[config.mk]
export PLATFORM = sky130hd
export DESIGN_NAME = rv32i_multicycle_ctrl
export DESIGN_NICKNAME = d
export VERILOG_FILES = /design/src/rtl/rv32i_multicycle_ctrl.sv
export SDC_FILE = /design/constraint.sdc
export NUM_CORES = 1
export LEC_CHECK = 0
export CAP_MARGIN = 15
export CELL_PAD_IN_SITES_DETAIL_PLACEMENT = 1
export CELL_PAD_IN_SITES_GLOBAL_PLACEMENT = 2
export CORE_MARGIN = 2
export CORE_UTILIZATION = 23
export DETAILED_ROUTE_END_ITERATION = 16
export HOLD_SLACK_MARGIN = 0.03
export PLACE_DENSITY_LB_ADDON = 0.08
export SLEW_MARGIN = 15
export SYNTH_ARGS = -nofsm -noshare
export SYNTH_HDL_FRONTEND = slang
export SYNTH_SLANG_ARGS = --single-unit
[constraint.sdc]
create_clock -name clk -period 3.2 [get_ports clk]
set_input_delay 0.96 -clock clk [delete_from_list [all_inputs] [get_ports clk]]
set_output_delay 0.96 -clock clk [all_outputs]
set_load 0.02 [all_outputs]
[src/rtl/rv32i_multicycle_ctrl.sv]
// Multi-cycle FETCH/DECODE/EXEC/MEM/WB control FSM for the non-pipelined RV32I core.
// Optional stall counter is built only when RV_CTRL_PERF_EN is defined.
module rv32i_multicycle_ctrl #(
  parameter int MEM_TIMEOUT = 15,
  parameter int CNT_W       = 32
) (
  input  logic             clk,
  input  logic             rst_n,
  input  logic             en,
  output logic             imem_req,
  input  logic             imem_ready,
  output logic             ir_we,
  input  logic [31:0]      ir,
  output logic             rf_re,
  output logic             rf_we,
  output logic [1:0]       alu_sel,
  output logic             alu_src_imm,
  input  logic             br_taken,
  output logic             pc_we,
  output logic             pc_src,
  output logic [1:0]       wb_sel,
  output logic             dmem_req,
  output logic             dmem_we,
  input  logic             dmem_ready,
  output logic [2:0]       state,
  output logic             illegal,
  output logic             bus_err,
  output logic [CNT_W-1:0] retired,
  output logic [CNT_W-1:0] stall_cnt
);

  typedef enum logic [2:0] {
    S_FETCH  = 3'd0,
    S_DECODE = 3'd1,
    S_EXEC   = 3'd2,
    S_MEM    = 3'd3,
    S_WB     = 3'd4,
    S_TRAP   = 3'd7
  } state_t;

  localparam logic [6:0] OP_R = 7'b0110011;
  localparam logic [6:0] OP_I = 7'b0010011;
  localparam logic [6:0] OP_L = 7'b0000011;
  localparam logic [6:0] OP_S = 7'b0100011;
  localparam logic [6:0] OP_B = 7'b1100011;
  localparam logic [6:0] OP_J = 7'b1101111;

  localparam logic [7:0]       TO_LAST = 8'(MEM_TIMEOUT - 1);
  localparam logic [CNT_W-1:0] CNT_ONE = CNT_W'(1);

  state_t     cur, nxt;
  logic [7:0] wait_cnt;
  logic       wait_cyc;
  logic       timeout;
  logic       set_illegal;
  logic [6:0] opcode;
  logic       rd_zero;
  logic       unused_ir;

  assign state     = cur;
  assign opcode    = ir[6:0];
  assign rd_zero   = (ir[11:7] == 5'd0);
  assign unused_ir = ^ir[31:12];

  // Handshake: a request stays high while its state holds; ready completes it in the same cycle.
  always_comb begin
    nxt         = cur;
    imem_req    = 1'b0;
    ir_we       = 1'b0;
    rf_re       = 1'b0;
    rf_we       = 1'b0;
    alu_sel     = 2'b00;
    alu_src_imm = 1'b0;
    pc_we       = 1'b0;
    pc_src      = 1'b0;
    wb_sel      = 2'b00;
    dmem_req    = 1'b0;
    dmem_we     = 1'b0;
    wait_cyc    = 1'b0;
    timeout     = 1'b0;
    set_illegal = 1'b0;
    case (cur)
      S_FETCH: begin
        if (en) begin
          imem_req = 1'b1;
          if (imem_ready) begin
            ir_we = 1'b1;
            nxt   = S_DECODE;
          end else begin
            wait_cyc = 1'b1;
            if (wait_cnt == TO_LAST) begin
              timeout = 1'b1;
              nxt     = S_TRAP;
            end
          end
        end
      end
      S_DECODE: begin
        rf_re = 1'b1;
        case (opcode)
          OP_R, OP_I, OP_L, OP_S, OP_B, OP_J: nxt = S_EXEC;
          default: begin
            set_illegal = 1'b1;
            nxt         = S_TRAP;
          end
        endcase
      end
      S_EXEC: begin
        case (opcode)
          OP_R: begin
            alu_sel = 2'b01;
            nxt     = S_WB;
          end
          OP_I: begin
            alu_sel     = 2'b01;
            alu_src_imm = 1'b1;
            nxt         = S_WB;
          end
          OP_L, OP_S: begin
            alu_src_imm = 1'b1;
            nxt         = S_MEM;
          end
          OP_B: begin
            alu_sel = 2'b10;
            pc_we   = 1'b1;
            pc_src  = br_taken;
            nxt     = S_FETCH;
          end
          OP_J:    nxt = S_WB;
          default: nxt = S_TRAP;
        endcase
      end
      S_MEM: begin
        dmem_req = 1'b1;
        dmem_we  = (opcode == OP_S);
        if (dmem_ready) begin
          if (opcode == OP_S) begin
            pc_we = 1'b1;
            nxt   = S_FETCH;
          end else begin
            nxt = S_WB;
          end
        end else begin
          wait_cyc = 1'b1;
          if (wait_cnt == TO_LAST) begin
            timeout = 1'b1;
            nxt     = S_TRAP;
          end
        end
      end
      S_WB: begin
        rf_we = ~rd_zero;
        pc_we = 1'b1;
        case (opcode)
          OP_L: wb_sel = 2'b01;
          OP_J: begin
            wb_sel = 2'b10;
            pc_src = 1'b1;
          end
          default: wb_sel = 2'b00;
        endcase
        nxt = S_FETCH;
      end
      S_TRAP:  nxt = S_TRAP;
      default: nxt = S_TRAP;
    endcase
  end

  // wait_cnt restarts whenever a state is entered, so each handshake gets a fresh budget.
  always_ff @(posedge clk) begin
    if (!rst_n) begin
      cur      <= S_FETCH;
      wait_cnt <= 8'd0;
      illegal  <= 1'b0;
      bus_err  <= 1'b0;
      retired  <= '0;
    end else begin
      cur <= nxt;
      if (nxt != cur)
        wait_cnt <= 8'd0;
      else if (wait_cyc)
        wait_cnt <= wait_cnt + 8'd1;
      if (set_illegal)
        illegal <= 1'b1;
      if (timeout)
        bus_err <= 1'b1;
      if (pc_we)
        retired <= retired + CNT_ONE;
    end
  end

`ifdef RV_CTRL_PERF_EN
  always_ff @(posedge clk) begin
    if (!rst_n)
      stall_cnt <= '0;
    else if (((imem_req & ~imem_ready) | (dmem_req & ~dmem_ready)) && (stall_cnt != '1))
      stall_cnt <= stall_cnt + CNT_ONE;
  end
`else
  assign stall_cnt = '0;
`endif

endmodule
Yosys cells after proc, flatten, opt, wreduce, memory -nomap -nowiden
Index checks and enable logic that the tools add are counted.
{"block": "totals", "inputBits": 38, "out_inout_bits": 82, "wordCells": 70, "ff_bits": 45}
{"block": "op_classes", "eq_ne": 12, "addsub": 2, "mux": 41, "reduce_logical": 8, "bitwise": 2}
{"cell": "adder 32 x 1 -> 32 bit, second input constant", "n": 1}
{"cell": "2-to-1 mux 1 bit", "n": 25}
{"cell": "2-to-1 mux 3 bit", "n": 6}
{"cell": "one-hot mux 3 bit (5 select lines)", "n": 1}
{"cell": "equality test 7 x 6 -> 1 bit, second input constant", "n": 2}
{"cell": "equality test 7 bit, second input constant", "n": 2}
{"cell": "one-hot mux 3 bit (3 select lines)", "n": 1}
{"cell": "adder 8 x 1 -> 8 bit, second input constant", "n": 1}
{"cell": "equality test 8 x 4 -> 1 bit, second input constant", "n": 1}
{"cell": "one-hot mux 2 bit (2 select lines)", "n": 2}
{"cell": "equality test 7 x 2 -> 1 bit, second input constant", "n": 1}
{"cell": "equality test 7 x 5 -> 1 bit, second input constant", "n": 1}
{"cell": "equality test 3 x 2 -> 1 bit, second input constant", "n": 2}
{"cell": "one-hot mux 1 bit (2 select lines)", "n": 3}
{"cell": "OR reduction 2 bit", "n": 3}
{"cell": "OR reduction 3 bit", "n": 2}
{"cell": "OR reduction 6 bit", "n": 1}
{"cell": "zero test 5 bit", "n": 1}
{"cell": "2-to-1 mux 2 bit", "n": 2}
{"cell": "equality test 3 x 1 -> 1 bit, second input constant", "n": 1}
{"cell": "equality test 3 bit, second input constant", "n": 1}
{"cell": "zero test 3 bit", "n": 1}
{"cell": "inequality test 3 bit", "n": 1}
{"cell": "one-hot mux 1 bit (3 select lines)", "n": 1}
{"cell": "inverter 1 bit", "n": 2}

Longest topological paths before layout
{"block": "depth", "depth_word": 7, "depth_mapped": 8, "depth_no_buf": 7}

Worst setup path before layout
Ideal clock, no wire load.
{"block": "synth_path", "path_kind": "in2out", "from": "in ir[4]", "to": "out pc_src", "path_stages": 4, "path_buffers": 0, "setup_slack_ps": -377, "arrival_time_ps": 2617, "required_time_ps": 2240, "cell_sequence": "nand3b_1 > or2_2 > nor4_1 > a21o_1"}
{"block": "synth_between", "elab_chain_cells": 3, "elab_cells_between_ends": 5, "cone_classes": "2 x eq/ne; 3 x mux"}
{"item": "from (decl)", "line_no": "13", "rtl": "input logic [31:0] ir,"}
{"item": "equality test 7 bit, on equally long branches", "line_no": "154, 109"}
{"item": "2-to-1 mux 1 bit, on equally long branches", "line_no": "154, 109"}
{"item": "one-hot mux 1 bit (2 select lines) *", "line_no": "82", "rtl": "case (cur)"}
{"item": "to (decl)", "line_no": "20", "rtl": "output logic pc_src,"}
Mark *: on every way between the ends. The rest lies on a longest branch, timed or not.

Worst setup path after layout
{"block": "layout_path", "from": "in ir[3]", "to": "out pc_we"}
{"block": "layout_between", "elab_chain_cells": 4, "elab_cells_between_ends": 6, "cone_classes": "2 x eq/ne; 4 x mux"}
{"item": "equality test 7 x 6 -> 1 bit", "line_no": "137", "rtl": "if (opcode == OP_S) begin"}
{"item": "2-to-1 mux 1 bit", "line_no": "137"}
{"item": "2-to-1 mux 1 bit", "line_no": "136", "rtl": "if (dmem_ready) begin"}
{"item": "one-hot mux 1 bit (3 select lines) *", "line_no": "82"}
{"item": "to (decl)", "line_no": "19", "rtl": "output logic pc_we,"}
Marks and branches as above.

==> run summary <==
Seq/Total Area, Yosys: 32.7%
Most frequent CP cell: buf_6
CTS tree: built
Starting Density: 23.8%
Net count reported at finish: 492
Outcome: finished, final reports clean
Critical register-to-register path endpoint: retired[14]$_SDFFE_PN0P_
Final Hold Vio Count: 0
Gate Count Post-Synth: 340
Remaining global-route overflow: 0
Clk buf depth: 2
Vias in the first global route: 2892
Drt total wl: 8810 um
Post-synth EDFFs: 0
Pre-antenna DRT Iters: 4
Layout Skew: 0.00943 ns
H-tree level count: 2
Layout cells sized above 1: 18.6%
Final core utilization: 34.8%
P_int: 1.29 mW
Crit-path max cell delay: 0.31 ns
Maximum vdd drop: 335 uV
Reg2reg setup slack: 0.64 ns
Die width: 113 um
Buffers on Ports: 67
Clk_lat worst skew: 0.29 ns
ANT cells: 0
Slowest-stage cell, CP: and4bb_2
Die Ht: 113 um
R2R depth: 11
Worst Setup End Kind: output port
Leak Pwr: 1.52 nW
Gpl congestion: 0.760
Sink Count: 45
Die area: 12900 um2
Drc violations: 0
Worst-path maximum fanout: 4
Worst r2r src: state[2]$_SDFF_PN0_
Clock root cell: clkbuf_16
Initial DRC Count: 100
Power Dens Cells: 481 nW/um2
Setup crit start kind: input pin
Reg power frac: 32.2%
Final period utilization: 97.0%
Psw: 0.639 mW
Logic pwr share: 35.9%
Async set-reset flop share out of synthesis: 0%
# IOs: 120
Clock transition at path regs: 0.06 ns
Kind of critical path: in -> out
Largest area contributor in the netlist: dfxtp_1
DR vias: 2879
First-pass GRT wire length: 14700 um
# fillers: 1374
Distinct cells, synth: 57
Max Freq: 322 MHz
RSZ-0062 raised after global routing: true
WP data arrival: 2.14 ns
Dominant synthesized flop cell: dfxtp_1
Worst hold endpoint: illegal$_SDFFE_PN0P_
Switching fraction of total power: 33.1%
Detail Placement HPWL: 6730 um
Clk pwr share: 31.9%
Warnings, synthesis: 0
Tmin final: 3.10 ns
Syn avg cell area: 8.10 um2
Cell row count: 39
Total power: 1.93 mW
Relative slew slack: 56.0%
Worst Path Required: 2.24 ns
Least-Margin Pin Slew: 0.657 ns
Largest net degree at the start of global routing: 24
Overall Global Routing Usage: 14.1%
Maxcap violations: 0
Number of buffers created by CTS: 5
Hold Path Class: reg -> reg
Hold_sp: illegal$_SDFFE_PN0P_
Core Footprint: 11600 um2
Worst-path cell chain: dlygate4sd2_1 > buf_6 > and4bb_2 > nand4_1 > nand2_1 > buf_6
Final antenna-violating net count: 0
Hold Crit Depth: 2
Final Slew Violations: 0
Top cells by area, synth: dfxtp_1 (33%), buf_4 (8.7%), a21oi_1 (4.9%)
Initial antenna violation count: 0
Area grow syn2layout: 46.0%
Detail-routed via count per cell: 4.84
Share of the synthesized area in the top cell type: 32.7%
Yosys reg bits: 45
Wire per inst: 14.8 um
Area of the mapped netlist: 2750 um2
Setup violations, final: 0
-- placed cells by master, fill, tap and decap left out, types with 9 or more instances in the layout --
cell type	instances
and3_1	9
dfxtp_1	45
clkdlybuf4s50_1	48
nor2_1	18
nand2_1	23
nand4_1	12
xor2_1	9
buf_4	48
o21ai_0	20
or3_1	18
conb_1	32
nand3_1	16
nor3_1	10
a21oi_1	26
-- synth_stat cells, types with 7 or more instances --
library cell / instances
nand3_1: 16
nand4_1: 12
xnor2_1: 7
buf_4: 32
o21ai_0: 20
a21oi_1: 27
clkbuf_1: 8
nor3_1: 11
nand2_1: 23
xor2_1: 9
inv_1: 7
dfxtp_1: 45
nor2_1: 19
and3_1: 9
or3_1: 18
-- metal layers --
layer	up-vias	track usage [%]	wire length (um)
met5	-	0	0
met4	0	3.50	85
met3	8	2.28	292
met2	52	23.8	4240
met1	1405	18.8	4190
li1	1414	-	-
-- power groups by stage --
stage	Clock, mW	Sequential [mW]	Combinational [mW]
final	0.616	0.621	0.694
after global routing	0.658	0.628	0.749
after CTS	0.636	0.622	0.701
after detailed placement	0	0.633	0.685
after global placement	0	0.634	0.684
after floorplan	0	0.652	0.367
-- cell type report --
type,instances,area (um2),share of cell area (%)
flip-flops and latches,45,901,22.4
clock buffers,7,143,3.55
inverters,8,30.0,0.747
clock inverters,1,30.0,0.747
multi-input cells,275,1710,42.6
repair buffers,116,1030,25.5
well taps,143,179,4.45
-- worst max-delay path by stage --
stage,depth (start not counted),start,to
2_1_floorplan,4,ir[4],pc_src
3_3_place_gp,6,ir[4],pc_src
3_5_place_dp,6,ir[4],pc_src
4_1_cts,5,en,ir_we
5_1_grt,6,ir[4],pc_src
6_report,6,ir[3],pc_we
-- flip-flops by register name (all words and copies together) (netlist names) --
signal / count
retired: 32
wait_cnt: 8
state: 3
bus_err: 1
illegal: 1
-- worst max-delay path: cells and delay by family --
| family | cells | cell delay, ns |
|---|---|---|
| simple gates | 3 | 0.63 |
| buf+inv | 3 | 0.54 |
-- metrics by stage --
step                      cells  TNS (ns)  hold WS (ns)  instance area [um2]  setup slack (ns)
after floorplan             371         0         0.519                 2890            0.0246
after global placement      580     -6.41         0.436                 3770            -0.655
after detailed placement    580     -8.28         0.448                 3770            -0.659
after CTS                   595         0         0.460                 4010          0.000788
after global routing        595   -0.0127         0.488                 4020           -0.0127
final                       595         0         0.452                 4020            0.0971
-- logic make-up after synthesis --
kind of cell             after synthesis  synth area share, %
flip-flops                            45                 32.7
XOR/XNOR                              16                 5.09
other                                  1                0.136
AO/OA/AOI/OAI                         75                 17.6
AND/OR/NAND/NOR                      148                 31.3
adder cells (fa/ha/maj)                3                 1.36
multiplexers                           1                0.364
buffers and inverters                 51                 11.4
-- repair_timing --
item | in CTS | in global routing
setup endpoints to repair | 10 | 4
hold buffers | 0 | 0
gates resized for setup | 64 | 2
setup buffers | 7 | 0
pin swaps | 8 | 2
Note: power is estimated with default switching activity, not from simulation.
